[src/rtl/regfile_scoreboard.sv]
`default_nettype none
// ============================================================================
//  Module      : regfile_scoreboard
//  Description : 32-entry register file with write-first bypass and a 2-bit
//                pending-write scoreboard that raises stall on RAW/overflow.
//  Revision    : 1.0 - initial release
// ============================================================================
module regfile_scoreboard #(
    parameter int WORD    = 32,
    parameter int REG_LOG = 5
) (
    input  logic               clk,
    input  logic               rstn,
    input  logic               wb_we,
    input  logic [REG_LOG-1:0] wb_rd,
    input  logic [WORD-1:0]    wb_data,
    input  logic [REG_LOG-1:0] rj_addr,
    input  logic [REG_LOG-1:0] rk_addr,
    input  logic               rj_used,
    input  logic               rk_used,
    input  logic               issue_valid,
    input  logic               issue_we,
    input  logic [REG_LOG-1:0] issue_rd,
    input  logic               flush,
    output logic [WORD-1:0]    rj_data,
    output logic [WORD-1:0]    rk_data,
    output logic               stall
);
    localparam int NREG = 1 << REG_LOG;

    logic [WORD-1:0]      regs_q [NREG];
    logic [NREG-1:0][1:0] cnt_q;
    logic [NREG-1:0][1:0] cnt_d;
    logic [NREG-1:0]      w_dec;
    logic [NREG-1:0]      w_eb;
    logic                 w_wb_hit;
    logic                 w_fire;
    logic                 w_full_stall;

    assign w_wb_hit = wb_we & (wb_rd != '0);

    // Write-first read ports: a same-cycle writeback wins over stored data.
    assign rj_data = (rj_addr == '0) ? '0 :
                     (w_wb_hit & (wb_rd == rj_addr)) ? wb_data : regs_q[rj_addr];
    assign rk_data = (rk_addr == '0) ? '0 :
                     (w_wb_hit & (wb_rd == rk_addr)) ? wb_data : regs_q[rk_addr];

    // A fourth outstanding write only fits if one retires in the same cycle.
    assign w_full_stall = issue_we & (issue_rd != '0) &
                          (cnt_q[issue_rd] == 2'd3) & ~w_dec[issue_rd];

    assign stall = issue_valid & ((rj_used & w_eb[rj_addr]) |
                                  (rk_used & w_eb[rk_addr]) |
                                  w_full_stall);

    assign w_fire = issue_valid & ~stall;

    assign w_dec[0] = 1'b0;
    assign w_eb[0]  = 1'b0;
    assign cnt_d[0] = 2'd0;

    for (genvar g = 1; g < NREG; g++) begin : g_cnt
        logic w_inc;

        assign w_dec[g] = wb_we & (wb_rd == REG_LOG'(g));
        assign w_inc    = w_fire & issue_we & (issue_rd == REG_LOG'(g));
        // Retiring the last pending write is covered by the bypass path.
        assign w_eb[g]  = (cnt_q[g] > 2'd1) | ((cnt_q[g] == 2'd1) & ~w_dec[g]);

        assign cnt_d[g] = flush                                    ? 2'd0 :
                          (w_inc & ~w_dec[g])                      ? cnt_q[g] + 2'd1 :
                          (w_dec[g] & ~w_inc & (cnt_q[g] != 2'd0)) ? cnt_q[g] - 2'd1 :
                                                                     cnt_q[g];
    end

    always_ff @(posedge clk or negedge rstn) begin
        if (!rstn) begin
            for (int i = 0; i < NREG; i++) begin
                regs_q[i] <= '0;
            end
            cnt_q <= '0;
        end else begin
            cnt_q <= cnt_d;
            if (w_wb_hit) begin
                regs_q[wb_rd] <= wb_data;
            end
        end
    end

endmodule
`default_nettype wire

[config.mk]
export PLATFORM = sky130hd
export DESIGN_NAME = regfile_scoreboard
export DESIGN_NICKNAME = d
export VERILOG_FILES = /design/src/rtl/regfile_scoreboard.sv
export SDC_FILE = /design/constraint.sdc
export NUM_CORES = 2
export LEC_CHECK = 0
export BUFFER_PORTS_ARGS = -buffer_cell sky130_fd_sc_hd__buf_2
export CAP_MARGIN = 20
export CORE_ASPECT_RATIO = 1.5
export CORE_MARGIN = 5
export CORE_UTILIZATION = 35
export CTS_CLUSTER_SIZE = 28
export DETAILED_ROUTE_END_ITERATION = 6
export GPL_TIMING_DRIVEN = 0
export PLACE_DENSITY = 0.47
export SLEW_MARGIN = 30
export SYNTH_ARGS = -nofsm -noshare
export SYNTH_HDL_FRONTEND = slang
export SYNTH_SLANG_ARGS = --single-unit
export TNS_END_PERCENT = 1
[constraint.sdc]
create_clock -name clk -period 5.69 [get_ports clk]
set_input_delay 0.2845 -clock clk [delete_from_list [all_inputs] [get_ports clk]]
set_output_delay 0.2845 -clock clk [all_outputs]
set_load 0.05 [all_outputs]
==> flow_summary.ini <==
[status]
run_status = complete, no violations

[floorplan]
dieArea_sq_mm = 0.1874
dieWidth_um = 355.2
die-height_um = 527.7
core_area_sq_mm = 0.1783
ios = 125
start_util_pct = 35.08
rows = 190

[worst_setup_path]
r2r_start = cnt_q[13]
cp-start-kind = input port
worstRegToRegCells = 12
crit_required_ns = 5.41
reg2reg_slack_ns = 1.39
path_cells = buf_2 > buf_2 > clkbuf_1 > buf_2 > buf_4 > buf_4 > xor2_1 > nor4_1 > nand3_2 > clkbuf_2 > a211oi_2 > buf_2
crit_path_end_kind = output pin
critPathMaxStageDelay_ns = 0.64
path_max_fanout = 10
crit_top_cell = buf_2
cp.arrival_ns = 5.37
crit_path_top_delay_cell = clkbuf_2
regToRegEndpoint = cnt_q[28]
crit_type = input port to output pin

[cells_and_area]
nFillCells = 17290
areaGrowthSynthToFinish_pct = 16.48
design_area_sq_mm = 0.07285
drive_gt1_share_pct = 27.65
post-route-util_pct = 40.86
fin_nets = 6253
multi_input_area_sq_mm = 0.03306
seq_area_sq_mm = 0.02718

[clock_network]
clk_latency_ns = 0.83
cts_setup_buffers = 0
root_buffer = clkbuf_16
cts.reportedPaths.clkPinSlew_ns = 0.07
cts_made_buffers = 115
cts_tree = yes
cts_buffer_depth = 3
cts.sinks = 1086
h-tree-depth = 3

[synth]
synth_edf_count = 0
yosysSeqAreaShare_pct = 43.45
synth-xor-area-share_pct = 0.1820
yosys.area_share.simple_pct = 16.07
synthDistinctLibCells = 85
netlist_top_cells_area = dfrtp_1 (43%), mux4_2 (21%), nand2_1 (12%), mux2_2 (7.2%), clkbuf_1 (2.6%)
synth_area_per_cell_sq_um = 10.84
synth_fa_ha_area_share_pct = 1.240
postSynthCellCount = 5771
synth_compound_area_share_pct = 4.567
synth_nets = 5893
synth-seq-cells = 1086
yosys-top-cells-count = nand2_1 (1966), dfrtp_1 (1086), mux4_2 (597)
synth_top_family_by_area = multiplexers
yosysTopAreaCellShare_pct = 43.45
ys_warn_count = 0
yosysTopAreaCell = dfrtp_1
synth_ff_type = dfrtp_1
yosysMostFrequentCell = nand2_1
synth_area_sq_mm = 0.06254
async_flop_share_pct = 100.0
muxShareOfSynthArea_pct = 30.58

[timing]
rsz0062_at_grt = false
period_minus_slack_ns = 5.650
skew_ns = 0.02489
final_max_slew_viol_count = 0
max_slew.worst_pin.slew_ns = 1.107
setup_viol = 0
timing.fmax_ghz = 0.1770
hold_viol_final = 0
relSlewSlack_pct = 26.22
tns_ns = 0
fin_crit_sh_pct = 99.30
timing.final.ws_setup_ns = 0.04000

[pwr]
p_per_area_mw_per_mm2 = 331.4
leakage_nw = 32.93
power_mw = 24.15
ir_worst_vdd_mv = 0.2815

[route]
drt.antenna.violating_nets = 0
first_pass_iters = 6
avgRoutedWirePerCell_um = 38.45
routed_wl_um = 328500
drc_errors = 0
drt_iter0_drc = 7011
vias = 53980
vias_per_cell = 6.319

[global_route]
grt_pass1_vias = 52550
grt_usage_pct = 34.33
antenna_found_initial = 20
grt_max_degree = 114
grt_pass1_wl_um = 441500
grt.overflow.total = 0

[placement]
gp_congestion = 0.9870
port-buffer-count = 119
hpwl_um = 235900
placed_cell_area_sq_mm = 0.06846
dp_slack_ns = -0.4802

[min_path]
min_path_type = input port to asynchronous set/reset pin

[flow_run]
maxCapViolations = 0
## cells in the final DEF, fill, tap and decap left out, drive strengths merged, types with 11 or more instances in the layout
cell type / Yosys / layout
clkinv: 3 / 29
inv: 66 / 70
o21ai: 39 / 39
nor4: 30 / 30
o22ai: 20 / 20
nand2: 1966 / 1966
nor3: 46 / 46
a31oi: 33 / 33
nor2b: 27 / 27
mux2: 402 / 402
mux4: 597 / 597
bufinv: 0 / 11
a211oi: 125 / 125
clkbuf: 428 / 597
nor2: 238 / 238
o211ai: 11 / 11
mux2i: 115 / 115
a311oi: 30 / 30
and2: 25 / 25
buf: 118 / 326
a21oi: 80 / 80
nand3: 41 / 41
dlygate4sd3: 0 / 35
diode: 0 / 14
dfrtp: 1086 / 1086
nand2b: 15 / 15
nand4: 13 / 13
and3: 15 / 15
ha: 62 / 62
## layer usage
metal	global-route usage [%]	wire length, um
met5	0	234
met4	27.98	33200
met2	53.48	148400
met3	9.877	33790
met1	39.34	112800
## cells by family after synthesis
logic type / Yosys count
fa+ha+maj: 62
xor+xnor: 13
compound gates: 410
buf+inv: 615
flops: 1086
mux: 1114
simple gates: 2471
## state kept, by name, indices dropped and copies added, names as in the netlist
signal / flops
regs_q: 1024
cnt_q: 62
## layout make-up
cell class                      count  area share, %
Antenna cell                       14        0.04809
Buffer                            546          3.366
Clock buffer                      169          4.613
Clock inverter                     42         0.7969
Inverter                           69         0.3555
Multi-Input combinational cell   4070          45.38
Sequential cell                  1086          37.30
Tap cell                         2304          3.957
Timing Repair Buffer              243          4.177
## power breakdown
group	total (mW)	switching, mW	internal [mW]
Sequential	10.1	1.06	9.07
Clock	8.20	3.61	4.59
Combinational	5.82	3.15	2.67
Total	24.1	7.82	16.3
## what timing repair did
action / in CTS / in global routing
endpoints found under the setup margin: 27 / 2
hold endpoints to repair: 127 / 0
gates resized for setup: 9 / 2
cloned: 0 / 0
hold buffers: 35 / 0
## stage by stage
step / hold WS, ns / instances
final: 0.02343 / 8543
after CTS: 0.001508 / 8529
after global placement: 0.4528 / 8194
after detailed placement: 0.3114 / 8283
after global routing: 0.06153 / 8530
after floorplan: -0.01109 / 5771
## critical path, delay by kind of cell
| kind | cells | cell delay (ns) |
|---|---|---|
| XOR/XNOR | 1 | 0.11 |
| AO/OA/AOI/OAI | 1 | 0.63 |
| AND/OR/NAND/NOR | 2 | 0.86 |
| buffers and inverters | 8 | 3.40 |
## how the worst max path moves through the flow
stage                     startpoint          end  slack [ns]
after floorplan           rj_addr[0]  rj_data[10]        1.80
after global placement          rstn  regs_q[720]      -21.53
after detailed placement  rj_addr[0]  rj_data[30]       -0.48
after CTS                 rj_addr[0]  rj_data[31]        0.18
after global routing      rk_addr[0]  rk_data[30]        0.02
final                     rk_addr[0]  rk_data[27]        0.04
Power figures use the tool's default switching activity.
